`src/rtl/d_samp_tx_sched_pkg.sv`:
```
// Shared types and default byte patterns for the DDR byte-pair scheduler.
package d_samp_pkg;

   typedef enum logic [1:0] {
      ST_IDLE  = 2'd0,
      ST_TRAIN = 2'd1,
      ST_SYNC  = 2'd2,
      ST_DATA  = 2'd3
   } state_e;

   localparam logic [7:0] IDLE_PAT_DEF = 8'h00;
   localparam logic [7:0] TRAIN_A_DEF  = 8'h55;
   localparam logic [7:0] TRAIN_B_DEF  = 8'hAA;
   localparam logic [7:0] SYNC_1_DEF   = 8'hA5;
   localparam logic [7:0] SYNC_2_DEF   = 8'h5A;

endpackage

```
`src/rtl/d_samp_tx_sched_if.sv`:
```
// Upstream valid/ready word stream: data[7:0] feeds data_1, data[15:8] feeds data_2.
interface d_samp_tx_sched_if;
   logic        valid;
   logic [15:0] data;
   logic        last;
   logic        ready;

   modport master (output valid, output data, output last, input ready);
   modport slave  (input valid, input data, input last, output ready);
endinterface

```
`src/rtl/d_samp_tx_sched_fifo.sv`:
```
// Synchronous first-word-fall-through FIFO with an occupancy output.
module d_samp_fifo #(
   parameter int WIDTH = 17,
   parameter int DEPTH = 16
) (
   input  logic                     clk,
   input  logic                     rst,
   input  logic                     push_i,
   input  logic [WIDTH-1:0]         wdata_i,
   input  logic                     pop_i,
   output logic [WIDTH-1:0]         rdata_o,
   output logic                     full_o,
   output logic                     empty_o,
   output logic [$clog2(DEPTH):0]   level_o
);
   localparam int AW = $clog2(DEPTH);

   logic [WIDTH-1:0] mem_q [DEPTH];
   logic [AW-1:0]    wr_ptr_q, wr_ptr_d;
   logic [AW-1:0]    rd_ptr_q, rd_ptr_d;
   logic [AW:0]      level_q, level_d;
   logic             push_ok, pop_ok;

   assign full_o  = (level_q == (AW+1)'(DEPTH));
   assign empty_o = (level_q == '0);
   assign level_o = level_q;
   assign rdata_o = mem_q[rd_ptr_q];
   assign push_ok = push_i & ~full_o;
   assign pop_ok  = pop_i & ~empty_o;

   // Next pointers and occupancy; simultaneous push and pop leave the level unchanged.
   always_comb begin
      wr_ptr_d = wr_ptr_q;
      rd_ptr_d = rd_ptr_q;
      level_d  = level_q;
      if (push_ok) wr_ptr_d = wr_ptr_q + AW'(1);
      if (pop_ok)  rd_ptr_d = rd_ptr_q + AW'(1);
      case ({push_ok, pop_ok})
         2'b10:   level_d = level_q + (AW+1)'(1);
         2'b01:   level_d = level_q - (AW+1)'(1);
         default: level_d = level_q;
      endcase
   end

   // Storage array; contents need no reset because the pointers define validity.
   always_ff @(posedge clk) begin
      if (push_ok) mem_q[wr_ptr_q] <= wdata_i;
   end

   // Pointer and level registers; reset discards everything buffered.
   always_ff @(posedge clk) begin
      if (rst) begin
         wr_ptr_q <= '0;
         rd_ptr_q <= '0;
         level_q  <= '0;
      end else begin
         wr_ptr_q <= wr_ptr_d;
         rd_ptr_q <= rd_ptr_d;
         level_q  <= level_d;
      end
   end
endmodule

```
`src/rtl/d_samp_tx_sched.sv`:
```
// Byte-pair scheduler: buffers upstream words and sequences idle, training, sync and frame data
// onto the two DDR sampler lanes, flagging underruns and frame completion.
module d_samp_tx_sched
   import d_samp_pkg::*;
#(
   parameter int         FIFO_DEPTH = 16,
   parameter int         START_THR  = 4,
   parameter int         TRAIN_LEN  = 64,
   parameter logic [7:0] IDLE_PAT   = IDLE_PAT_DEF,
   parameter logic [7:0] TRAIN_A    = TRAIN_A_DEF,
   parameter logic [7:0] TRAIN_B    = TRAIN_B_DEF,
   parameter logic [7:0] SYNC_1     = SYNC_1_DEF,
   parameter logic [7:0] SYNC_2     = SYNC_2_DEF,
   localparam int        LW         = $clog2(FIFO_DEPTH) + 1
) (
   input  logic                clk,
   input  logic                rst,
   input  logic                enable_i,
   input  logic                train_req_i,
   d_samp_tx_sched_if.slave    s_if,
   output logic [7:0]          data_1_o,
   output logic [7:0]          data_2_o,
   output logic                busy_o,
   output logic                underrun_o,
   output logic                frame_done_o,
   output logic [LW-1:0]       fifo_level_o
);
   localparam int CW = $clog2(TRAIN_LEN + 1);

   state_e        state_q;
   logic [7:0]    data_1_q, data_2_q;
   logic          underrun_q, frame_done_q;
   logic          pend_q;
   logic [CW-1:0] cnt_q;
   logic [LW-1:0] last_cnt_q, last_cnt_d;

   logic          fifo_full, fifo_empty;
   logic [16:0]   fifo_rdata;
   logic [LW-1:0] fifo_level;
   logic          push, pop, push_last, pop_last;

   assign s_if.ready = ~fifo_full & ~rst;
   assign push       = s_if.valid & s_if.ready;
   // The head word is consumed in every DATA cycle in which one is available.
   assign pop        = (state_q == ST_DATA) & ~fifo_empty;
   assign push_last  = push & s_if.last;
   assign pop_last   = pop & fifo_rdata[16];

   d_samp_fifo #(
      .WIDTH (17),
      .DEPTH (FIFO_DEPTH)
   ) u_fifo (
      .clk     (clk),
      .rst     (rst),
      .push_i  (push),
      .wdata_i ({s_if.last, s_if.data}),
      .pop_i   (pop),
      .rdata_o (fifo_rdata),
      .full_o  (fifo_full),
      .empty_o (fifo_empty),
      .level_o (fifo_level)
   );

   // Number of frame-ending words currently buffered, so a short frame can start below threshold.
   always_comb begin
      last_cnt_d = last_cnt_q;
      if (push_last && !pop_last)      last_cnt_d = last_cnt_q + LW'(1);
      else if (pop_last && !push_last) last_cnt_d = last_cnt_q - LW'(1);
   end

   // Last-flag counter register.
   always_ff @(posedge clk) begin
      if (rst) last_cnt_q <= '0;
      else     last_cnt_q <= last_cnt_d;
   end

   // Scheduler FSM with registered lane bytes, strobes, training counter and pending-train flag.
   always_ff @(posedge clk) begin
      if (rst) begin
         state_q      <= ST_IDLE;
         data_1_q     <= IDLE_PAT;
         data_2_q     <= IDLE_PAT;
         underrun_q   <= 1'b0;
         frame_done_q <= 1'b0;
         pend_q       <= 1'b0;
         cnt_q        <= '0;
      end else begin
         underrun_q   <= 1'b0;
         frame_done_q <= 1'b0;
         case (state_q)
            ST_IDLE: begin
               data_1_q <= IDLE_PAT;
               data_2_q <= IDLE_PAT;
               if (train_req_i || pend_q) begin
                  state_q <= ST_TRAIN;
                  pend_q  <= 1'b0;
                  cnt_q   <= '0;
               end else if (enable_i &&
                            ((fifo_level >= LW'(START_THR)) || (last_cnt_q != '0))) begin
                  state_q <= ST_SYNC;
               end
            end
            ST_TRAIN: begin
               data_1_q <= TRAIN_A;
               data_2_q <= TRAIN_B;
               cnt_q    <= cnt_q + CW'(1);
               if (cnt_q == CW'(TRAIN_LEN - 1)) state_q <= ST_IDLE;
            end
            ST_SYNC: begin
               data_1_q <= SYNC_1;
               data_2_q <= SYNC_2;
               state_q  <= ST_DATA;
               if (train_req_i) pend_q <= 1'b1;
            end
            ST_DATA: begin
               if (train_req_i) pend_q <= 1'b1;
               if (!fifo_empty) begin
                  data_1_q <= fifo_rdata[7:0];
                  data_2_q <= fifo_rdata[15:8];
                  if (fifo_rdata[16]) begin
                     frame_done_q <= 1'b1;
                     state_q      <= ST_IDLE;
                  end
               end else begin
                  data_1_q   <= IDLE_PAT;
                  data_2_q   <= IDLE_PAT;
                  underrun_q <= 1'b1;
               end
            end
            default: state_q <= ST_IDLE;
         endcase
      end
   end

   assign data_1_o     = data_1_q;
   assign data_2_o     = data_2_q;
   assign busy_o       = (state_q != ST_IDLE);
   assign underrun_o   = underrun_q;
   assign frame_done_o = frame_done_q;
   assign fifo_level_o = fifo_level;
endmodule

```
`src/flat_wrapper.sv`:
```
// flat-port wrapper written by rule: the top's interface ports become plain ports
module d_samp_tx_sched_flat import d_samp_pkg::*;
#(
   parameter int         FIFO_DEPTH = 16,
   parameter int         START_THR  = 4,
   parameter int         TRAIN_LEN  = 64,
   parameter logic [7:0] IDLE_PAT   = IDLE_PAT_DEF,
   parameter logic [7:0] TRAIN_A    = TRAIN_A_DEF,
   parameter logic [7:0] TRAIN_B    = TRAIN_B_DEF,
   parameter logic [7:0] SYNC_1     = SYNC_1_DEF,
   parameter logic [7:0] SYNC_2     = SYNC_2_DEF,
   localparam int        LW         = $clog2(FIFO_DEPTH) + 1
)
  (clk, rst, enable_i, train_req_i, data_1_o, data_2_o, busy_o, underrun_o, frame_done_o, fifo_level_o, s_if_valid, s_if_data, s_if_last, s_if_ready);
  d_samp_tx_sched_if s_if_i ();
  input  logic clk;
  input  logic rst;
  input  logic enable_i;
  input  logic train_req_i;
  output logic [7:0] data_1_o;
  output logic [7:0] data_2_o;
  output logic busy_o;
  output logic underrun_o;
  output logic frame_done_o;
  output logic [LW-1:0] fifo_level_o;
  input wire logic [$bits(s_if_i.valid)-1:0] s_if_valid;
  input wire logic [$bits(s_if_i.data)-1:0] s_if_data;
  input wire logic [$bits(s_if_i.last)-1:0] s_if_last;
  output wire logic [$bits(s_if_i.ready)-1:0] s_if_ready;
  assign s_if_i.valid = s_if_valid;
  assign s_if_i.data = s_if_data;
  assign s_if_i.last = s_if_last;
  assign s_if_ready = s_if_i.ready;
  d_samp_tx_sched #(.FIFO_DEPTH(FIFO_DEPTH), .START_THR(START_THR), .TRAIN_LEN(TRAIN_LEN), .IDLE_PAT(IDLE_PAT), .TRAIN_A(TRAIN_A), .TRAIN_B(TRAIN_B), .SYNC_1(SYNC_1), .SYNC_2(SYNC_2)) u_core (.clk(clk), .rst(rst), .enable_i(enable_i), .train_req_i(train_req_i), .s_if(s_if_i), .data_1_o(data_1_o), .data_2_o(data_2_o), .busy_o(busy_o), .underrun_o(underrun_o), .frame_done_o(frame_done_o), .fifo_level_o(fifo_level_o));
endmodule
```
`config.mk`:
```
export PLATFORM = sky130hd
export DESIGN_NAME = d_samp_tx_sched_flat
export DESIGN_NICKNAME = d
export VERILOG_FILES = /design/src/rtl/d_samp_tx_sched_pkg.sv /design/src/rtl/d_samp_tx_sched_if.sv /design/src/rtl/d_samp_tx_sched_fifo.sv /design/src/rtl/d_samp_tx_sched.sv /design/src/flat_wrapper.sv
export SDC_FILE = /design/constraint.sdc
export NUM_CORES = 1
export LEC_CHECK = 0
export CORE_MARGIN = 5
export CORE_UTILIZATION = 60
export CTS_CLUSTER_DIAMETER = 120
export DETAILED_ROUTE_END_ITERATION = 12
export HOLD_SLACK_MARGIN = 0.02
export PLACE_DENSITY = 0.76
export SLEW_MARGIN = 30
export SYNTH_ARGS = -nofsm -noshare
export SYNTH_HDL_FRONTEND = slang
export SYNTH_SLANG_ARGS = --single-unit
```
`constraint.sdc`:
```
create_clock -name clk -period 4.19 [get_ports clk]
set_input_delay 0.419 -clock clk [delete_from_list [all_inputs] [get_ports clk]]
set_output_delay 0.419 -clock clk [all_outputs]
set_load 0.1 [all_outputs]
```
==> qor.txt, run 1 <==
Final Setup Violations - 0
drt via density - 6.22
die area - 0.0238 mm^2
Hold WC Path Type - reg -> reg
chip width - 154 um
Switching Fraction - 0.204
total internal power - 5.23 mW
post-CTS setup buffer count - 0
number of top-level pins - 47
worst-path cell chain - nand2_1 > a21oi_1 > ha_1 > xor2_1 > ha_1 > or3b_1 > a211o_1 > a21oi_1 > xnor2_1 > nor2_1
Ys Warns - 0
number of fill cells - 1,221
largest net degree at the start of global routing - 54
min cycle time layout - 3180 ps
Yosys reg bits - 322
first-pass GRT wire length - 39,800 um
CTS tree - done
Comb power frac - 0.047
CTS Buf Count - 31
final setup skew - 18.2 ps
CTS max path bufs - 3
Clk Latency, worst-skew pair - 550 ps
drc violations - 0
ANT nets after route - 0
Slew Limit Headroom - 0.340
slowest stage delay, CP - 540 ps
Critical Path RT - 4620 ps
Ant. Diodes - 0
dpl cells - 982
CP max FO - 11
Post-Synthesis Cell Area - 0.0125 mm^2
Tcrit/Tclk final - 0.758
crit path kind - reg -> reg
Root Buffer - clkbuf_16
top post-synthesis cells by area - edfxtp_1 (65%), mux4_2 (12%), dfxtp_1 (8.0%), nor2_1 (1.4%), ha_1 (1.3%)
share of layout cells above drive strength 1 - 0.225
syn_area_per_cell - 18.6 um^2
RSZ-0062 raised after global routing - false
Fin. Hold Viols - 0
core area - 0.0204 mm^2
Vias - 6,463
Detailed Routing Iterations Pass 1 - 5
Nets - 781
hpwl dp - 15,700 um
fmax - 315 MHz
Slew @ Worst Pin - 987 ps
busiest grt layer - met2
Syn Inst Count - 671
status - finished, final reports clean
Setup crit start - u_core.state_q[1]
Leakage - 4.67 nW
critical path arrival - 3610 ps
met2 global-route usage - 0.363
PwrDens - 456 mW/mm^2
setup_tns - 0 ps
clock sinks - 322
Multi-input gate area - 0.00322 mm^2
Worst R2R Path Depth - 10
fin. max-slew vios - 0
Post-synth ARST share - 0
syn nets - 707
Most used DFF post-synth - edfxtp_1
CP max stage cell - a21oi_1
GRT Total Usage - 0.220
Port-buffer cells - 46
Resized cells post-CTS - 0
row count - 52
Seq pwr share - 0.537
grt met3 use - 0.0447
Critical Path End Type - flip-flop
critical path endpoint - u_core.u_fifo.level_o[4]
GRT overflow - 0
Detailed Route WL - 25,800 um
Placer Congestion - 0.766
post-synthesis cell type count - 47
initial antenna violation count - 0
Initial Utilization - 0.614
max_cap viols - 0
Area Overhead vs Synth - 15.3%
Worst R2R Setup Slack - 1010 ps
Post-synth EDFFs - 272
worst vdd ir - 0.000416 V
htree depth - 1
Clk network pwr share - 0.416
GR Layer Usage met1 - 0.301
top cell type by total area after synthesis - edfxtp_1
Seq/Total Area, Yosys - 0.733
Startpoint Class - flip-flop
top cell type's share of synthesized area - 0.653
vias in the first global route - 6,769
worst r2r dst - u_core.u_fifo.level_o[4]
chip height - 154 um
most frequent cells in the layout - edfxtp_1 (272), mux4_2 (68), dfxtp_1 (47)
RR Startpoint - u_core.state_q[1]
DRT iter0 DRCs - 526
Clock transition at path regs - 60 ps
Reg area - 0.00918 mm^2
Finished Layout Cells - 1,039
Net Switching - 1.34 mW
hold_buf cts - 0
commonest non-fill, non-tap cell in the layout - edfxtp_1
routed len/inst - 24.8 um
## power by group through the flow
stage	logic, mW	clock network (mW)	registers (mW)
after floorplan	0.122	0	3.66
after global placement	0.294	0	3.59
after detailed placement	0.307	0	3.60
after CTS	0.309	2.78	3.53
after global routing	0.329	2.93	3.53
final	0.308	2.73	3.53
## worst min-delay path by stage
stage / startpoint / endpoint / slack (ps) / depth (start not counted)
after floorplan: u_core.last_cnt_q[4] / u_core.last_cnt_q[4] / 460 / 2
after global placement: u_core.cnt_q[1] / u_core.cnt_q[1] / 480 / 2
after detailed placement: u_core.last_cnt_q[4] / u_core.last_cnt_q[4] / 490 / 2
after CTS: u_core.last_cnt_q[4] / u_core.last_cnt_q[4] / 500 / 2
after global routing: u_core.cnt_q[1] / u_core.cnt_q[1] / 530 / 2
final: u_core.last_cnt_q[4] / u_core.last_cnt_q[4] / 500 / 2
## cells in the mapped netlist, drive strengths merged, types with 11 or more instances
cell type	instances
ha	13
xor2	11
clkbuf	13
nor2	47
a21o	11
a21oi	12
edfxtp	272
mux2i	16
mux4	68
o21ai	16
buf	19
dfxtp	50
nor3	11
nand2	27
## metal layers
metal,wire length [um],vias up,part of all wire
li1,-,2812,-
met1,9970,3314,0.39
met2,12900,284,0.50
met3,2150,53,0.084
met4,763,0,0.030
met5,0,-,0
## flip-flops by register name, indices dropped and copies added, names as in the netlist, named ones only
register,cells
u_core.u_fifo.level_o,5
u_core.data_2_o,8
u_core.u_fifo.rd_ptr_q,4
u_core.data_1_o,8
u_core.pend_q,1
u_core.frame_done_o,1
u_core.u_fifo.mem_q,272
u_core.last_cnt_q,5
u_core.underrun_o,1
u_core.state_q,2
u_core.u_fifo.wr_ptr_q,4
u_core.cnt_q,7
## cell families after synthesis
kind of cell             synth area share
AO/OA/AOI/OAI                      0.0392
XOR/XNOR                           0.0140
adder cells (fa/ha/maj)            0.0146
buffers and inverters              0.0142
flip-flops                          0.733
multiplexers                        0.142
AND/OR/NAND/NOR                    0.0423
## per-stage QoR
stage | setup WS (ps) | total power, mW | utilization | cell area [um^2] | hold WS [ps]
after detailed placement | 981 | 3.90 | 0.659 | 13400 | 493
final | 1010 | 6.57 | 0.708 | 14400 | 502
after global routing | 815 | 6.79 | 0.708 | 14400 | 527
after global placement | 1040 | 3.89 | 0.658 | 13400 | 485
after CTS | 1080 | 6.61 | 0.708 | 14400 | 501
after floorplan | 374 | 3.78 | - | 12500 | 459
## worst max-delay path, delay by kind of cell, from the launching register on
kind                       cells  cell delay [ps]
AOI/OAI and AO/OA              3              980
and+or+nand+nor                3              590
DFF                            1              520
xor gates and xnor gates       2              260
adders and majority gates      2              710
## final cells by class
type / count / share of cell area
multi-input cells: 311 / 0.223
flip-flops and latches: 322 / 0.637
well taps: 270 / 0.0234
clock inverters: 15 / 0.0119
inverters: 6 / 0.00156
clock buffers: 42 / 0.0574
repair buffers: 73 / 0.0458
Note: power is estimated with default switching activity, not from simulation.
==> run 2: changes to the inputs <==
--- a/config.mk
+++ b/config.mk
@@ -6,11 +6,11 @@
 export NUM_CORES = 1
 export LEC_CHECK = 0
 export CORE_MARGIN = 5
-export CORE_UTILIZATION = 60
+export CORE_UTILIZATION = 54
 export CTS_CLUSTER_DIAMETER = 120
 export DETAILED_ROUTE_END_ITERATION = 12
 export HOLD_SLACK_MARGIN = 0.02
-export PLACE_DENSITY = 0.76
+export PLACE_DENSITY = 0.72
 export SLEW_MARGIN = 30
 export SYNTH_ARGS = -nofsm -noshare
 export SYNTH_HDL_FRONTEND = slang
==> constraint.sdc (replaced) <==
create_clock -name clk -period 2.55 [get_ports clk]
set_input_delay 0.255 -clock clk [delete_from_list [all_inputs] [get_ports clk]]
set_output_delay 0.255 -clock clk [all_outputs]
set_load 0.1 [all_outputs]
==> qor.txt, run 2 (same netlist as run 1, synthesis figures left out) <==
failing checks - setup timing
critical path arrival - 3200 ps (-410 ps)
hold_ws - 429 ps (-73.5 ps)
row count - 55 (+5.8%)
worst vdd ir - 0.000910 V (+120%)
CP bufs+invs - 1 (+1)
Startpoint Class - flip-flop
worst-path cell chain - mux4_2 > a22oi_2 > nand2_2 > nand2_2 > ha_4 > inv_6 > fa_2 > a21o_1 > a21oi_2 > xnor2_1 > or3_1 > a21oi_2
CP max stage cell - mux4_2
Setup WS post-layout - -217 ps (-1230 ps)
cell family with most CP delay - compound AO/OA/AOI/OAI gates
fin. max-slew vios - 0 (unchanged)
Root Buffer - clkbuf_16
total internal power - 8.86 mW (+70%)
GRT Total Usage - 0.208 (-0.0125)
clock sinks - 322 (unchanged)
Worst R2R Setup Slack - -220 ps (-1230 ps)
CTS Buf Count - 34 (+9.7%)
PwrDens - 741 mW/mm^2 (+63%)
hpwl dp - 16,400 um (+4.3%)
fmax - 361 MHz (+15%)
Clk Latency, worst-skew pair - 510 ps (-40 ps)
Vias - 6,617 (+2.4%)
max_cap viols - 0 (unchanged)
Clk network pwr share - 0.431 (+0.015)
largest net degree at the start of global routing - 32 (-41%)
crit path kind - reg -> reg
Comb power frac - 0.051 (+0.004)
GRT overflow - 0 (unchanged)
Reg area - 0.00919 mm^2 (+0.20%)
Placer Congestion - 0.757 (-1.1%)
Ant. Diodes - 0 (unchanged)
initial antenna violation count - 0 (unchanged)
chip height - 162 um (+5.1%)
vias in the first global route - 7,016 (+3.6%)
core area - 0.0227 mm^2 (+12%)
Multi-input gate area - 0.00333 mm^2 (+3.4%)
Seq pwr share - 0.518 (-0.019)
design area - 0.0151 mm^2 (+4.7%)
Nets - 839 (+7.4%)
Fin. Hold Viols - 0 (unchanged)
DRT iter0 DRCs - 760 (+44%)
drc violations - 0 (unchanged)
Slew Limit Headroom - 0.581 (+0.242)
Critical Path End Type - flip-flop
slowest stage delay, CP - 510 ps (-30 ps)
dpl cells - 1,036 (+5.5%)
routed len/inst - 23.9 um (-3.6%)
critical path endpoint - u_core.last_cnt_q[4]
Area Overhead vs Synth - 20.7%
number of top-level pins - 47 (unchanged)
ANT nets after route - 0 (unchanged)
Finished Layout Cells - 1,113 (+7.1%)
min cycle time layout - 2770 ps (-411 ps)
Critical Path RT - 2980 ps (-1640 ps)
CTS max path bufs - 3 (unchanged)
commonest non-fill, non-tap cell in the layout - edfxtp_1
register bank with the most flops - u_core.u_fifo.mem_q
hold path depth - 3 (+1)
post-layout util - 0.665 (-0.0432)
Placed Area - 0.0138 mm^2 (+2.9%)
hold_buf cts - 0 (unchanged)
Worst R2R Path Depth - 12 (+2)
chip width - 162 um (+5.1%)
Place WS - -247 ps (-1230 ps)
share of layout cells above drive strength 1 - 0.338 (+0.113)
setup_tns - -683 ps (-683 ps)
RSZ-0062 raised after global routing - true
Net Switching - 2.31 mW (+73%)
Largest register FFs - 272 (unchanged)
Hold WC Path Type - in -> reg
status - complete, but fails checks
CP max FO - 6 (-5)
final setup skew - 25.3 ps (+7.01 ps)
Initial Utilization - 0.551 (-0.0634)
Detailed Route WL - 26,600 um (+3.2%)
drt via density - 5.95 (-4.4%)
Design Power - 11.2 mW (+70%)
die area - 0.0263 mm^2 (+10%)
Final Setup Violations - 5 (+5)
Detailed Routing Iterations Pass 1 - 5 (unchanged)
most frequent cells in the layout - edfxtp_1 (272), buf_4 (101), mux4_2 (68)
CTS tree - done
Tcrit/Tclk final - 1.09 (+0.327)
stages on the worst setup path - 12 (+2)
first-pass GRT wire length - 41,200 um (+3.6%)
Clock transition at path regs - 60 ps (about the same)
Slew @ Worst Pin - 625 ps (-363 ps)
Leakage - 5.07 nW (+8.7%)
htree depth - 2 (+1)
number of fill cells - 1,471 (+20%)
Switching Fraction - 0.207 (+0.00277)
Port-buffer cells - 46 (unchanged)
worst r2r dst - u_core.last_cnt_q[4]
run 2: changes by cell type in the layout (fill, tap and decap cells not counted), sizes merged:
cell / previous run / this run
inv: 6 / 8
clkdlybuf4s50: 45 / 21
bufinv: 4 / 3
clkbuf: 42 / 48
clkinvlp: 0 / 1
clkinv: 11 / 7
buf: 28 / 107
run 2: worst min path at each step:
stage / startpoint / endpoint
floorplan: s_if_data[0] / u_core.u_fifo.mem_q[0][0]
global placement: u_core.cnt_q[1] / u_core.cnt_q[1]
detailed placement: u_core.cnt_q[0] / u_core.cnt_q[0]
CTS: enable_i / u_core.state_q[1]
global route: enable_i / u_core.state_q[1]
finish: enable_i / u_core.state_q[1]
run 2: power by group through the flow:
stage          Sequential [mW]  Combinational [mW]  Clock [mW]
2_1_floorplan             6.02               0.213           0
3_3_place_gp              5.90               0.521           0
3_5_place_dp              5.90               0.541           0
4_1_cts                   5.79               0.558        4.90
5_1_grt                   5.80               0.610        5.16
6_report                  5.79               0.571        4.81
run 2: metal layers:
| metal | track usage | wire length, um |
|---|---|---|
| met1 | 0.282 | 10800 |
| met2 | 0.350 | 13700 |
| met3 | 0.0340 | 1450 |
| met4 | 0.0634 | 620 |
| met5 | 0 | 0 |
run 2: layout make-up:
| type | instances | area share |
|---|---|---|
| inverter | 6 | 0.00182 |
| multi-input combinational | 311 | 0.221 |
| clock inverter | 13 | 0.0102 |
| tap | 285 | 0.0236 |
| timing repair buffer | 128 | 0.0720 |
| sequential | 322 | 0.609 |
| clock buffer | 48 | 0.0626 |
run 2: what timing repair did:
| item | in CTS | in global routing |
|---|---|---|
| endpoints found under the setup margin | 2 | 6 |
| pin swaps | 8 | 6 |
| resized for setup | 4 | 7 |
| setup buffers | 10 | 6 |
run 2: worst reg2reg max path, delay by kind of cell (launching register included):
| family | cells | cell delay [ps] |
|---|---|---|
| fa+ha+maj | 2 | 500 |
| simple gates | 3 | 520 |
| buf+inv | 1 | 40 |
| compound gates | 4 | 650 |
| flops | 1 | 400 |
| xor+xnor | 1 | 90 |
| mux | 1 | 510 |
